### config.mk
export PLATFORM = sky130hd
export DESIGN_NAME = demux_1to4_buffered
export DESIGN_NICKNAME = d
export VERILOG_FILES = /design/src/rtl/mips_pkg.sv /design/src/rtl/demux_lane.sv /design/src/rtl/demux_1to4_buffered.sv
export SDC_FILE = /design/constraint.sdc
export NUM_CORES = 1
export LEC_CHECK = 0
export CAP_MARGIN = 20
export CELL_PAD_IN_SITES_DETAIL_PLACEMENT = 2
export CELL_PAD_IN_SITES_GLOBAL_PLACEMENT = 2
export CORE_UTILIZATION = 45
export DETAILED_ROUTE_END_ITERATION = 10
export DONT_BUFFER_PORTS = 1
export GPL_TIMING_DRIVEN = 0
export PLACE_DENSITY = 0.94
export RECOVER_POWER = 25
export SLEW_MARGIN = 20
export SYNTH_ARGS = -nofsm -noshare
export SYNTH_HDL_FRONTEND = slang
export SYNTH_SLANG_ARGS = --single-unit
export TNS_END_PERCENT = 10
### constraint.sdc
create_clock -name clk -period 2.9 [get_ports clk]
set_input_delay 0.435 -clock clk [delete_from_list [all_inputs] [get_ports clk]]
set_output_delay 0.435 -clock clk [all_outputs]
set_load 0.005 [all_outputs]
### src/rtl/mips_pkg.sv
// Shared datapath constants: demux lane indices, lane count and a small popcount helper.
package mips_pkg;

  localparam int unsigned DEMUX_LANES = 4;

  localparam logic [1:0] LANE0 = 2'd0;
  localparam logic [1:0] LANE1 = 2'd1;
  localparam logic [1:0] LANE2 = 2'd2;
  localparam logic [1:0] LANE3 = 2'd3;

  function automatic logic [2:0] popcount4(input logic [3:0] v);
    popcount4 = 3'(v[0]) + 3'(v[1]) + 3'(v[2]) + 3'(v[3]);
  endfunction

endpackage

### src/rtl/demux_lane.sv
// One-entry holding register with valid/ready handshake; a load wins over a same-cycle drain.
module demux_lane
  import mips_pkg::*;
#(
  parameter int unsigned WORD_LENGTH = 32
) (
  input  logic                   clk,
  input  logic                   reset,
  input  logic                   load,
  input  logic [WORD_LENGTH-1:0] din,
  input  logic                   ready,
  output logic                   valid,
  output logic [WORD_LENGTH-1:0] data
);

  logic drain;
  assign drain = valid & ready;

  always_ff @(posedge clk or negedge reset) begin
    if (!reset) begin
      valid <= 1'b0;
      data  <= '0;
    end else if (load) begin
      valid <= 1'b1;
      data  <= din;
    end else if (drain) begin
      valid <= 1'b0;
    end
  end

endmodule

### src/rtl/demux_1to4_buffered.sv
// Registered 1-to-4 demux into four 1-entry lanes; define DEMUX_OCCUPANCY_EN to add a
// registered valid-lane count output.
module demux_1to4_buffered
  import mips_pkg::*;
#(
  parameter int unsigned WORD_LENGTH = 32
) (
  input  logic                   clk,
  input  logic                   reset,
  input  logic [1:0]             Selector,
  input  logic [WORD_LENGTH-1:0] DEMUX_Data,
  input  logic                   in_valid,
  output logic                   in_ready,
  output logic [3:0]             out_valid,
  input  logic [3:0]             out_ready,
  output logic [WORD_LENGTH-1:0] DEMUX_Data0,
  output logic [WORD_LENGTH-1:0] DEMUX_Data1,
  output logic [WORD_LENGTH-1:0] DEMUX_Data2,
  output logic [WORD_LENGTH-1:0] DEMUX_Data3
`ifdef DEMUX_OCCUPANCY_EN
  ,
  output logic [2:0]             Occupancy
`endif
);

  logic                   acc;
  logic [3:0]             load;
  logic [WORD_LENGTH-1:0] lane_data [DEMUX_LANES];

  // Readiness looks only at the selected lane so a stalled lane never blocks the others.
  assign in_ready = ~out_valid[Selector] | out_ready[Selector];
  assign acc      = in_valid & in_ready;

  always_comb begin
    load = '0;
    unique case (Selector)
      LANE0: load[0] = acc;
      LANE1: load[1] = acc;
      LANE2: load[2] = acc;
      LANE3: load[3] = acc;
    endcase
  end

  for (genvar i = 0; i < DEMUX_LANES; i++) begin : g_lane
    demux_lane #(
      .WORD_LENGTH(WORD_LENGTH)
    ) u_lane (
      .clk  (clk),
      .reset(reset),
      .load (load[i]),
      .din  (DEMUX_Data),
      .ready(out_ready[i]),
      .valid(out_valid[i]),
      .data (lane_data[i])
    );
  end

  assign DEMUX_Data0 = lane_data[0];
  assign DEMUX_Data1 = lane_data[1];
  assign DEMUX_Data2 = lane_data[2];
  assign DEMUX_Data3 = lane_data[3];

`ifdef DEMUX_OCCUPANCY_EN
  logic [3:0] valid_next;

  always_comb begin
    valid_next = '0;
    for (int i = 0; i < 4; i++) begin
      valid_next[i] = load[i] | (out_valid[i] & ~out_ready[i]);
    end
  end

  always_ff @(posedge clk or negedge reset) begin
    if (!reset) begin
      Occupancy <= '0;
    end else begin
      Occupancy <= popcount4(valid_next);
    end
  end
`endif

`ifndef SYNTHESIS
  // A stalled offer must be held with the same lane and word until it is taken.
  hold_stable_a: assert property (@(posedge clk) disable iff (!reset)
    (in_valid && !in_ready) |=> (in_valid && $stable(Selector) && $stable(DEMUX_Data)));
`endif

endmodule

==> metrics <==
outcome=finished, violations left; violations in the final reports=hold timing; fraction of layout cells with a size suffix above 1=54.3%; leak pwr=2.51 nW; Mapped Area=0.00503 mm^2; Crit path arrival time=1.53 ns; Layout Cells excl Fill=468; synthesized instance count=296; gp weighted congestion=0.699; Yosys cell types=17; Max clock buf depth=2; Power per Cell Area=904 mW/mm^2; Port Buffers=0; switching portion of total power=25.1%; Critical Path Source Type=register; Ys Warns=0; Post-route DRC=0; row count=38; crit share post-route=67.6%; Antenna Cells=0; Global Route Usage Sum=23.4%; grt ovf=0; Worst-Margin Slew=0.417 ns; total internal power=0.00394 W; CTS tree=built; DIE AREA=0.0116 mm^2; Worst Skew=0.0116 ns; detailed-route vias per instance=5.54; fin crit period=1.96 ns; layout net count=356; final wirelength=12700 um; TNS Setup=0 ns; CP max FO=3; via count=2594; Slew HR=72.2%; pre-CTS setup slack=1.01 ns; number of global-route vias before repair=3104; die height=108 um; VDD IR max=0.351 mV; clk_lat worst skew=0.52 ns; CTS buffer count=17; synthesis-stage register bit count=132; H-tree depth=4; DRT Pass-1 Iters=4; clock power share=42.0%; Die Width=108 um; Worst Setup End Kind=output pin; commonest non-fill, non-tap cell in the layout=dfrtp_1; setup violators final=0; Routed Antenna Nets=0; clock sink count=132; clk root buf=clkbuf_8; final hold slack=-0.392 ns; CTS resizes=0; total design power=0.00527 W; CP required=2.47 ns; top cell type by total area after synthesis=dfrtp_1; Starting Density=46.2%; crit path kind=register to output pin; Gate power share=9.1%; synthesized area per cell=17.0 um^2; first-pass GRT wire length=19100 um; Synth area leaders=dfrtp_1, mux2_2, buf_6; worst setup margin=0.939 ns; Final Hold Viols=132; Area growth syn-to-layout=15.8%; DP Cell Count=436; most frequent cells in the layout=dfrtp_1, mux2_2, clkbuf_16, buf_6; sequential share of the synthesized area=65.7%; largest net degree at the start of global routing=133; # fillers=958; initial antenna violation count=0; WL/cell=27.1 um; detailed placement HPWL=8400 um; sequential power share=48.9%; f_max=0.510 GHz; Initial DRC Count=81; RSZ-0062 raised after global routing=false; Core Area=0.0109 mm^2; Min-Delay Path Class=input port to asynchronous set/reset pin; syn_nets=337; post-synth top area share=65.7%; Reg clk slew, reported paths=0.06 ns; Pins Over Slew Limit=0; switching power=0.00132 W; Max Cap Violations=0; I/O pins=174
==> Yosys cell counts (all sizes together) <==
master / n
buf: 18
nor3b: 1
nand3b: 1
nor2b: 2
mux4: 1
o21ai: 1
and3: 1
nand3: 1
dfrtp: 132
nand2b: 4
mux2: 128
clkbuf: 1
nand2: 5
==> per-layer routing <==
layer	GRT usage, %	share of wire [%]
met5	0	0
met4	9.49	1.7
met3	7.38	6.8
met2	42.1	55
met1	25.4	37
==> per-stage QoR <==
stage,instance area (um^2),util (%)
after floorplan,5030,-
after global placement,5200,47.8
after detailed placement,5200,47.8
after CTS,5820,53.5
after global routing,5820,53.5
final,5820,53.5
==> power by group through the flow <==
stage                     logic [W]  registers [W]  clock network (W)
after floorplan            0.000396        0.00247                  0
after global placement     0.000425        0.00256                  0
after detailed placement   0.000480        0.00260                  0
after CTS                  0.000491        0.00259            0.00225
after global routing       0.000519        0.00262            0.00232
final                      0.000479        0.00257            0.00221
==> registers in the layout, summed over array words and instances (netlist names) <==
name                 flops
g_lane.u_lane.valid      4
g_lane.u_lane.data     128
==> critical path, stage by stage, from the launching register on <==
cell and delay (ns):
dfrtp_1 0.35, nand2b_1 0.14, mux4_2 0.52
==> path summary, 6_finish.rpt <==
check	start	to	slack, ns	cells past startpoint
min in group clk	DEMUX_Data[17]	g_lane[3].u_lane.data[17]$_DFFE_PN0P_	0.05	1
hold reg to reg	g_lane[2].u_lane.data[6]$_DFFE_PN0P_	g_lane[2].u_lane.data[6]$_DFFE_PN0P_	0.52	1
max in group asynchronous	reset	g_lane[2].u_lane.data[22]$_DFFE_PN0P_	3.11	0
hold / removal	reset	g_lane[3].u_lane.data[16]$_DFFE_PN0P_	-0.39	0
setup / recovery	g_lane[0].u_lane.valid$_DFFE_PN0P_	in_ready	0.94	2
setup reg to reg	g_lane[0].u_lane.valid$_DFFE_PN0P_	g_lane[0].u_lane.data[29]$_DFFE_PN0P_	1.18	4
==> area by class of cell <==
class | instances | area, um^2 | area share, %
Tap cell | 140 | 175 | 3.01
Sequential cell | 132 | 3300 | 56.7
Clock buffer | 21 | 469 | 8.06
Multi-Input combinational cell | 145 | 1570 | 26.9
Clock inverter | 11 | 150 | 2.58
Buffer | 19 | 161 | 2.77
==> cell families after synthesis <==
family | Yosys count | synth area share [%]
compound gates | 1 | 0.0994
flops | 132 | 65.7
mux | 129 | 29.1
buf+inv | 19 | 3.21
simple gates | 15 | 1.92
==> what timing repair did <==
item	4_1_cts	5_1_grt
buffers inserted	0	0
endpoints found under the setup margin	0	0
endpoints found under the hold margin	132	132
No activity file was read; power rests on OpenSTA's default activity.
